--- config.mk ---
export PLATFORM = sky130hd
export DESIGN_NAME = vc_ingress_logic_flat
export DESIGN_NICKNAME = d
export VERILOG_FILES = /design/src/rtl/vc_ingress_logic_if.sv /design/src/rtl/vc_ingress_logic.sv /design/src/flat_wrapper.sv
export SDC_FILE = /design/constraint.sdc
export NUM_CORES = 1
export LEC_CHECK = 0
export BUFFER_PORTS_ARGS = -buffer_cell sky130_fd_sc_hd__buf_2
export CAP_MARGIN = 20
export CORE_ASPECT_RATIO = 0.9
export CORE_UTILIZATION = 46
export DETAILED_ROUTE_END_ITERATION = 16
export PLACE_DENSITY = 0.72
export SLEW_MARGIN = 20
export SYNTH_ARGS = -nofsm -noshare
export SYNTH_HDL_FRONTEND = slang
export SYNTH_SLANG_ARGS = --single-unit
--- constraint.sdc ---
create_clock -name clk -period 1.7 [get_ports clk]
set_input_delay 0.34 -clock clk [delete_from_list [all_inputs] [get_ports clk]]
set_output_delay 0.34 -clock clk [all_outputs]
set_load 0.005 [all_outputs]
--- src/rtl/vc_ingress_logic_if.sv ---
// Main-FIFO read side and VC0/VC1 write side of the ingress stage.
// The slave modport is the ingress logic itself; master is its environment.
interface vc_ingress_logic_if #(parameter int DATA_W = 6);
  logic [DATA_W-1:0] data_in_main;
  logic              empty_main;
  logic              pop_main;
  logic              almost_full_VC0;
  logic              almost_full_VC1;
  logic              push_VC0;
  logic              push_VC1;
  logic [DATA_W-1:0] data_in_VC0;
  logic [DATA_W-1:0] data_in_VC1;

  modport slave (
    input  data_in_main, empty_main, almost_full_VC0, almost_full_VC1,
    output pop_main, push_VC0, push_VC1, data_in_VC0, data_in_VC1
  );

  modport master (
    output data_in_main, empty_main, almost_full_VC0, almost_full_VC1,
    input  pop_main, push_VC0, push_VC1, data_in_VC0, data_in_VC1
  );
endinterface

--- src/rtl/vc_ingress_logic.sv ---
// Drains the FWFT main FIFO and steers each word to VC0/VC1 by its class bits;
// illegal classes are popped and dropped with an error pulse.

// One VC write port: registered push/data plus its push counter.
module vc_ingress_lane #(
  parameter int DATA_W = 6,
  parameter int CNT_W  = 8
) (
  input  logic              clk,
  input  logic              rst_n,
  input  logic              sel,
  input  logic [DATA_W-1:0] word,
  output logic              push,
  output logic [DATA_W-1:0] data,
  output logic [CNT_W-1:0]  count
);
  always_ff @(posedge clk or negedge rst_n) begin
    if (!rst_n) begin
      push  <= 1'b0;
      data  <= '0;
      count <= '0;
    end else begin
      push <= sel;
      if (sel) begin
        data  <= word;
        count <= count + CNT_W'(1);
      end
    end
  end
endmodule

module vc_ingress_logic #(
  parameter int DATA_W = 6,
  parameter int CNT_W  = 8
) (
  input  logic                clk,
  input  logic                reset_L,
  vc_ingress_logic_if.slave   bus,
  output logic                error_out,
  output logic                idle_out,
  output logic                active_out,
  output logic [CNT_W-1:0]    count_VC0,
  output logic [CNT_W-1:0]    count_VC1,
  output logic [CNT_W-1:0]    count_drop
);
  localparam int NUM_VC = 2;

  typedef enum logic [1:0] {IDLE, ACTIVE, STALL} state_t;

  state_t                          state, state_nxt;
  logic [1:0]                      cls;
  logic                            illegal, blocked, pop;
  logic [NUM_VC-1:0]               af, lane_sel, lane_push;
  logic [NUM_VC-1:0][DATA_W-1:0]   lane_data;
  logic [NUM_VC-1:0][CNT_W-1:0]    lane_cnt;

  assign cls     = bus.data_in_main[DATA_W-1 -: 2];
  assign illegal = cls[1];
  assign af      = {bus.almost_full_VC1, bus.almost_full_VC0};

  // Illegal words are never blocked: they drain regardless of VC back-pressure.
  assign blocked = ~illegal & af[cls[0]];
  assign pop     = reset_L & ~bus.empty_main & ~blocked;
  assign bus.pop_main = pop;

  genvar i;
  generate
    for (i = 0; i < NUM_VC; i++) begin : g_lane
      assign lane_sel[i] = pop & (cls == 2'(i));
      vc_ingress_lane #(.DATA_W(DATA_W), .CNT_W(CNT_W)) u_lane (
        .clk   (clk),
        .rst_n (reset_L),
        .sel   (lane_sel[i]),
        .word  (bus.data_in_main),
        .push  (lane_push[i]),
        .data  (lane_data[i]),
        .count (lane_cnt[i])
      );
    end
  endgenerate

  assign bus.push_VC0    = lane_push[0];
  assign bus.push_VC1    = lane_push[1];
  assign bus.data_in_VC0 = lane_data[0];
  assign bus.data_in_VC1 = lane_data[1];
  assign count_VC0       = lane_cnt[0];
  assign count_VC1       = lane_cnt[1];

  always_ff @(posedge clk or negedge reset_L) begin
    if (!reset_L) begin
      error_out  <= 1'b0;
      count_drop <= '0;
    end else begin
      error_out <= pop & illegal;
      if (pop & illegal) count_drop <= count_drop + CNT_W'(1);
    end
  end

  always_comb begin
    state_nxt = state;
    case (state)
      IDLE:    state_nxt = bus.empty_main ? IDLE : (blocked ? STALL : ACTIVE);
      ACTIVE:  state_nxt = bus.empty_main ? IDLE : (blocked ? STALL : ACTIVE);
      STALL:   state_nxt = bus.empty_main ? IDLE : (blocked ? STALL : ACTIVE);
      default: state_nxt = IDLE;
    endcase
  end

  // Status flags are registered alongside the state so they track it exactly.
  always_ff @(posedge clk or negedge reset_L) begin
    if (!reset_L) begin
      state      <= IDLE;
      idle_out   <= 1'b1;
      active_out <= 1'b0;
    end else begin
      state      <= state_nxt;
      idle_out   <= (state_nxt == IDLE);
      active_out <= (state_nxt == ACTIVE);
    end
  end
endmodule

--- src/flat_wrapper.sv ---
// flat-port wrapper written by rule: the top's interface ports become plain ports
module vc_ingress_logic_flat 
#(
  parameter int DATA_W = 6,
  parameter int CNT_W  = 8
)
  (clk, reset_L, error_out, idle_out, active_out, count_VC0, count_VC1, count_drop, bus_data_in_main, bus_empty_main, bus_almost_full_VC0, bus_almost_full_VC1, bus_pop_main, bus_push_VC0, bus_push_VC1, bus_data_in_VC0, bus_data_in_VC1);
  vc_ingress_logic_if #(.DATA_W(DATA_W)) bus_i ();
  input  logic clk;
  input  logic reset_L;
  output logic error_out;
  output logic idle_out;
  output logic active_out;
  output logic [CNT_W-1:0] count_VC0;
  output logic [CNT_W-1:0] count_VC1;
  output logic [CNT_W-1:0] count_drop;
  input wire logic [$bits(bus_i.data_in_main)-1:0] bus_data_in_main;
  input wire logic [$bits(bus_i.empty_main)-1:0] bus_empty_main;
  input wire logic [$bits(bus_i.almost_full_VC0)-1:0] bus_almost_full_VC0;
  input wire logic [$bits(bus_i.almost_full_VC1)-1:0] bus_almost_full_VC1;
  output wire logic [$bits(bus_i.pop_main)-1:0] bus_pop_main;
  output wire logic [$bits(bus_i.push_VC0)-1:0] bus_push_VC0;
  output wire logic [$bits(bus_i.push_VC1)-1:0] bus_push_VC1;
  output wire logic [$bits(bus_i.data_in_VC0)-1:0] bus_data_in_VC0;
  output wire logic [$bits(bus_i.data_in_VC1)-1:0] bus_data_in_VC1;
  assign bus_i.data_in_main = bus_data_in_main;
  assign bus_i.empty_main = bus_empty_main;
  assign bus_i.almost_full_VC0 = bus_almost_full_VC0;
  assign bus_i.almost_full_VC1 = bus_almost_full_VC1;
  assign bus_pop_main = bus_i.pop_main;
  assign bus_push_VC0 = bus_i.push_VC0;
  assign bus_push_VC1 = bus_i.push_VC1;
  assign bus_data_in_VC0 = bus_i.data_in_VC0;
  assign bus_data_in_VC1 = bus_i.data_in_VC1;
  vc_ingress_logic #(.DATA_W(DATA_W), .CNT_W(CNT_W)) u_core (.clk(clk), .reset_L(reset_L), .bus(bus_i), .error_out(error_out), .idle_out(idle_out), .active_out(active_out), .count_VC0(count_VC0), .count_VC1(count_VC1), .count_drop(count_drop));
endmodule
# Yosys cells after proc, flatten, opt, wreduce, memory -nomap -nowiden
# Cells that the tools add are included.
[totals]
wordCells = 37
regBits = 43
out_inout_bits = 42
in_bits = 11
[op_classes]
bitwise_logic = 9
n_lt_le_gt_ge = 1
mux = 5
eq_ne = 4
addsub = 3
n_reduce_logical = 4
[op_table]
columns = ["op", "count"]
rows = [
  ["8-bit by 1-bit adder with 8-bit output, second input constant", 3],
  ["1-bit bitwise AND", 6],
  ["2-bit by 1-bit equality test with 1-bit output, second input constant", 3],
  ["2-bit zero test", 3],
  ["2-bit two-way mux", 3],
  ["1-bit NOT", 3],
  ["3-bit OR reduction", 1],
  ["2-bit equality test, second input constant", 1],
  ["1-bit by 2-bit < comparator with 1-bit output, second input constant", 1],
  ["1-bit two-way mux", 2],
]

# Longest topological paths before layout
# Gate-level depths: netlist (run 1).
[depth]
word_depth = 7
mapped_depth = 5
mapped_depth_nobuf = 4

# Modules after synthesis
# From an unflattened synthesis (run 1), not the netlist that was laid out.
[hier_totals]
hier_cells = 126
area_unflattened_um2 = 1760.4
[modules_own_cells]
columns = ["module", "instances", "seq_area_each_um2", "area_each_um2", "cells_each"]
rows = [
  ["vc_ingress_lane", 2, 375.4, 600.6, 40],
  ["vc_ingress_logic", 1, 326.6, 559.3, 46],
]

# Worst setup path before layout (run 1)
# No wires, ideal clock.
[synth_path]
path_kind = "input port to flip-flop"
from = "in bus_empty_main"
to = "reg u_core.g_lane[1].u_lane.count[1]"
n_path_buf = 2
setup_ps = 125
stages = 5
required_ps = 1575
t_arrival_ps = 1657
slack_ps = -83
cell_sequence = "or3b_1 -> buf_2 -> or3b_1 -> buf_6 -> mux2_4"
[synth_between]
elab_chain_cells = 4
[synth_lines]
columns = ["element", "line", "text"]
rows = [
  ["start, declared", "flat_wrapper.sv:18", "input wire logic [$bits(bus_i.empty_main)-1:0] bus_empty_main;"],
  ["1-bit NOT", "vc_ingress_logic.sv:63", "assign pop = reset_L & ~bus.empty_main & ~blocked;"],
  ["1-bit bitwise AND (2 in a row)", "vc_ingress_logic.sv:63", ""],
  ["1-bit bitwise AND", "vc_ingress_logic.sv:69", "assign lane_sel[i] = pop & (cls == 2'(i));"],
  ["end signal, assigned", "vc_ingress_logic.sv:26", "count <= count + CNT_W'(1);"],
  ["end, declared", "vc_ingress_logic.sv:15", "output logic [CNT_W-1:0] count"],
]
# No other way between the ends.
# A chain may end at the register's enable or synchronous reset.

# Final worst setup path (run 1)
[layout_path]
from = "in bus_data_in_main[4]"
to = "out bus_pop_main"
[layout_between]
elab_chain_cells = 5
[layout_lines]
columns = ["element", "line", "text"]
rows = [
  ["start, declared", "flat_wrapper.sv:17", "input wire logic [$bits(bus_i.data_in_main)-1:0] bus_data_in_main;"],
  ["1-bit two-way mux (not written as such) (2 in a row)", "vc_ingress_logic.sv:62", "assign blocked = ~illegal & af[cls[0]];"],
  ["1-bit bitwise AND", "vc_ingress_logic.sv:62", ""],
  ["1-bit NOT", "vc_ingress_logic.sv:63", ""],
  ["1-bit bitwise AND", "vc_ingress_logic.sv:63", ""],
  ["end, declared", "flat_wrapper.sv:21", "output wire logic [$bits(bus_i.pop_main)-1:0] bus_pop_main;"],
]
# No other way between the ends. The select of a mux whose other input is x is not followed.

==> results of run 1 <==
==> final cells by class <==
class                      count  share of cell area
sequential                    43               0.479
timing repair buffer          59               0.141
multi-input combinational     83               0.292
clock inverter                 2              0.0156
clock buffer                   6              0.0367
tap                           46              0.0256
inverter                       6              0.0100
==> logic make-up after synthesis <==
family	Yosys count	synth area share
buf+inv	9	0.0240
fa+ha+maj	3	0.0212
flops	43	0.608
xor+xnor	21	0.104
simple gates	45	0.148
compound gates	2	0.00918
mux	12	0.0862
==> state kept, by name, summed over array words and instances, names as in the netlist <==
register,cells
u_core.g_lane.u_lane.count,16
u_core.g_lane.u_lane.data,12
u_core.count_drop,8
u_core.g_lane.u_lane.push,2
u_core.state,2
u_core.active_out,1
u_core.error_out,1
u_core.idle_out,1
==> cell usage after synthesis (3+ instances only) <==
cell type,number
dfrtp_1,42
xor2_1,14
nor3_1,8
xnor2_1,7
inv_1,6
mux2_2,6
nand3_1,6
nor2_1,6
mux2_4,5
nand2_1,4
ha_1,3
nor4_1,3
==> timing repair <==
action                     CTS  global route
resized for setup            1             0
setup endpoints to repair    1             0
hold endpoints to repair     0             0
==> cells in the final DEF, fill, tap and decap left out, types with 2 or more instances in the layout <==
| master | count |
|---|---|
| mux2_4 | 5 |
| nor2_1 | 6 |
| buf_4 | 6 |
| nand4_1 | 2 |
| nor2b_1 | 2 |
| ha_1 | 3 |
| nand4b_1 | 2 |
| buf_2 | 52 |
| nand3b_1 | 2 |
| inv_1 | 6 |
| nand2_1 | 4 |
| clkbuf_8 | 6 |
| nor4_1 | 3 |
| nor3b_1 | 2 |
| xnor2_1 | 7 |
| nand3_1 | 6 |
| mux2_2 | 6 |
| dfrtp_1 | 42 |
| or3b_1 | 2 |
| nor3_1 | 8 |
| xor2_1 | 14 |
==> critical path: stages <==
cell	delay, ps
buf_2	100
buf_4	130
mux2i_1	250
nor2_1	110
nor3b_1	200
buf_2	150
==> final timing paths <==
check / end / slack [ps] / cells after the start / startpoint
max: bus_pop_main / 90 / 6 / bus_data_in_main[4]
min: u_core.g_lane[1].u_lane.push / 100 / 2 / reset_L
max reg2reg: u_core.g_lane[0].u_lane.count[4] / 220 / 5 / u_core.g_lane[0].u_lane.count[0]
min reg2reg: u_core.count_drop[7] / 460 / 1 / u_core.count_drop[7]
max in group asynchronous: u_core.idle_out / 1280 / 2 / reset_L
min in group clk: u_core.state[1] / 280 / 2 / bus_data_in_main[5]
==> stage by stage <==
stage | setup WS, ps | instance area [µm²]
after global placement | -128 | 2130
after floorplan | -63.2 | 1780
after detailed placement | -201 | 2130
after CTS | 82.7 | 2250
after global routing | 4.01 | 2250
final | 87.3 | 2250
==> metal layers <==
layer	vias up	global-route usage
li1	582	-
met1	603	0.237
met2	44	0.286
met3	9	0.0545
met4	0	0.103
met5	-	0
==> report_power, final <==
part           internal (W)  total, W  leakage (nW)  switching, W
clock              0.000475  0.000818        0.0612      0.000342
sequential          0.00121   0.00141         0.544      0.000199
combinational      0.000318  0.000555         0.620      0.000237
==> metrics.txt, run 1 <==
fillers=299; Util after Layout=0.607; initial antenna violation count=0; IO Pins=53; clock skew=4.35 ps; DIE AREA=4100 µm²; Max Slew Vio Count=0; Detailed Routing Iterations Pass 1=4; Initial Util=0.478; grt ovf=0; initial drt markers=62; Max Cap Violations=0; TritonCTS clock tree=yes; synth unique cells=31; ant diodes=0; Synth Flop Type=dfrtp_1; die span in x=67.4 µm; EDFF count, synth=0; DRC=0; met2 wire length=1670 µm; largest cells by area after synthesis=dfrtp_1, xor2_1, mux2_4; clk_lat worst skew=290 ps; CP max FO=5; hold buffers post-CTS=0; PnR Total Power=0.00278 W; mapped cell area=1770 µm²; drt via density=5.05; power per cell area=1240 nW/µm²; Placeable Area=3700 µm²; CP required=1360 ps; setup TNS=0 ps; yosys warns=0; CP endpoint kind=output pin; Avg WL per Cell=14.1 µm; max frequency=620 MHz; Die Y=60.9 µm; Total Routing Usage GR=0.186; worst endpoint data arrival time=1270 ps; final net count=212; H-tree depth=2; vias in the first global route=1,198; first-pass GRT wire length=5420 µm; WL met1=1540 µm; WHS=101 ps; Worst Tran Pin Value=369 ps; hpwl dp=2480 µm; Avg Cell Area, Syn=13.1 µm²; Antenna Nets Post-Route=0; unrepaired setup endpoints after global routing=no; PortBufs=52; Startpoint Class=input pin; total CTS buffers=5; Final Hold Fails=0; area grow syn2layout=26.9%; root buf cell=clkbuf_8; setup bufs post-CTS=0; Synth top area share=0.593; async set-or-reset flop fraction in the synthesized netlist=1.00; Max VDD drop=0.575 mV; sequential area share after synthesis=0.608; syn nets=149; final setup vio count=0; status=completed; Max clock buf depth=2; fin crit share=0.949; DRT Wirelength=3460 µm; Row Count=21; Final min period=1610 ps; synthesized instance count=135; post-placement cell count=237; uppermost layer routed=met4; FF+latch count, synth=43; Pleak=1.23 nW; share of layout cells above drive strength 1=0.402; largest net degree at the start of global routing=47; clock-pin slew of the registers on the worst-case setup and hold paths=80 ps; Synth area leader=dfrtp_1; CP Class=in2out; routed wl met3=187 µm; Slew HR=0.747; clock sink count=43; multi-input logic area=657 µm²; Finished Layout Cells=245; Via Count=1,238; RD Place Congestion=0.736; register area=1080 µm²; min-delay worst type=in2async
No activity file was read; power rests on OpenSTA's default activity.
==> run 2: changes to the inputs <==
- RECOVER_POWER: not set -> 50
==> metrics.txt, run 2 (synthesis results as in run 1) <==
min-delay worst type=in2async; Detailed Routing Iterations Pass 1=4 (unchanged); Slew HR=0.747 (about the same); DRT Wirelength=3440 µm (-0.40%); Row Count=21 (unchanged); CP required=1360 ps (about the same); cell mode on critical path=buf_2; grt ovf=0 (unchanged); Max VDD drop=0.573 mV (-0.35%); Final min period=1610 ps (-4.41 ps); IO Pins=53 (unchanged); largest stage delay on the critical path=250 ps (about the same); status=completed; CP Class=in2out; setup TNS=0 ps (unchanged); WHS=96.9 ps (-3.90 ps); biggest regs=u_core.g_lane.u_lane.count: 16 flops, u_core.g_lane.u_lane.data: 12 flops, u_core.count_drop: 8 flops; Max Slew Vio Count=0 (unchanged); r2r endpoint=u_core.g_lane[0].u_lane.count[4]; final net count=212 (unchanged); drt via density=4.99 (-1.2%); initial drt markers=71 (+15%); Reg with most FFs=u_core.g_lane.u_lane.count; Final Hold Fails=0 (unchanged); RD Place Congestion=0.736 (unchanged); unrepaired setup endpoints after global routing=no; vias in the first global route=1,198 (unchanged); reg2reg path depth=5 (unchanged); initial antenna violation count=0 (unchanged); DRC=0 (unchanged); Initial Util=0.478 (unchanged); Avg WL per Cell=14.1 µm (-0.40%); Startpoint Class=input pin; worst r2r src=u_core.g_lane[0].u_lane.count[0]; most frequent cells in the layout=buf_2, dfrtp_1, xor2_1, nor3_1, xnor2_1; CP Cell Sequence=buf_2 > buf_4 > mux2i_1 > nor2_1 > nor3b_1 > buf_2; Crit-path slowest cell=mux2i_1; power per cell area=1240 nW/µm² (+0.19%); Finished Layout Cells=245 (unchanged); area grow syn2layout=26.6%; Worst Tran Pin Value=369 ps (+0.00191 ps); share of layout cells above drive strength 1=0.377 (-0.0251); Max Cap Violations=0 (unchanged); Place WS=-201 ps (unchanged); max FFs per register=16 (unchanged); max frequency=622 MHz (+0.27%); post-placement cell count=237 (unchanged); fin crit share=0.946 (-0.00259); clock skew=4.11 ps (-0.244 ps); Post-Layout Inst Area=2240 µm² (-0.28%); clk_lat worst skew=290 ps (about the same); final setup vio count=0 (unchanged); hold buffers post-CTS=0 (unchanged); ant diodes=0 (unchanged); clock sink count=43 (unchanged); Max clock buf depth=2 (unchanged); first-pass GRT wire length=5420 µm (unchanged); Antenna Nets Post-Route=0 (unchanged); Via Count=1,223 (-1.2%); die span in x=67.4 µm (unchanged); most common cell after layout, fill and taps aside=buf_2; placed cell area=2130 µm² (unchanged); H-tree depth=2 (unchanged); Total Routing Usage GR=0.186 (unchanged); Die Y=60.9 µm (unchanged); clock-pin slew of the registers on the worst-case setup and hold paths=80 ps (about the same); CP max FO=5 (unchanged); Pleak=1.21 nW (-0.96%); worst endpoint data arrival time=1270 ps (about the same); hpwl dp=2480 µm (unchanged); total CTS buffers=5 (unchanged); setup bufs post-CTS=0 (unchanged); Placeable Area=3700 µm² (unchanged); reg2reg setup slack=210 ps (about the same); PnR worst setup slack=91.7 ps (+4.41 ps); largest net degree at the start of global routing=47 (unchanged); PortBufs=52 (unchanged); CP endpoint kind=output pin; root buf cell=clkbuf_8; DIE AREA=4100 µm² (unchanged); TritonCTS clock tree=yes
==> run 2: changes by cell type in the layout (fill, tap and decap cells not counted), sizes merged <==
cell	delta
clkbuf	+5
buf	-5
==> run 2: where the power goes <==
part,leakage (nW),switching (W),internal (W)
Clock,0.0612,0.000341,0.000475
Sequential,0.544,0.000200,0.00121
Combinational,0.608,0.000238,0.000315
==> run 2: timing repair <==
item	in CTS	in global routing
hold endpoints to repair	0	0
resized for setup	1	0
setup endpoints to repair	1	0
==> run 2: per-stage QoR <==
stage / power, W / utilization
floorplan: 0.00168 / -
global placement: 0.00196 / 0.574
detailed placement: 0.00199 / 0.574
CTS: 0.00280 / 0.607
global route: 0.00294 / 0.605
finish: 0.00278 / 0.605
==> run 2: worst max-delay path by stage <==
stage                              from                                to  slack (ps)  cells past startpoint
finish              bus_data_in_main[4]                      bus_pop_main          90                      6
global placement    bus_data_in_main[5]   u_core.g_lane[1].u_lane.data[1]        -130                      5
detailed placement              reset_L              u_core.count_drop[5]        -200                      5
floorplan                bus_empty_main  u_core.g_lane[1].u_lane.count[1]         -60                      5
global route        bus_data_in_main[4]                      bus_pop_main           4                      6
CTS                 bus_data_in_main[4]                      bus_pop_main          80                      6
==> run 2: cell type report <==
| class | instances | area (µm²) |
|---|---|---|
| fill | 302 | 1460 |
| sequential | 43 | 1080 |
| multi-input combinational | 83 | 657 |
| timing repair buffer | 59 | 310 |
| clock buffer | 6 | 82.6 |
| tap | 46 | 57.6 |
| clock inverter | 2 | 35.0 |
| inverter | 6 | 22.5 |
==> run 2: per-layer routing <==
layer,GRT usage,vias up,wire [µm]
met3,0.0545,9,189
met4,0.103,0,65
met1,0.237,591,1530
li1,-,581,-
met2,0.286,42,1660
met5,0,-,0
==> run 2: critical path, delay by kind of cell <==
kind	cells	cell delay (ps)
AND/OR/NAND/NOR	2	310
multiplexers	1	250
buffers and inverters	3	380
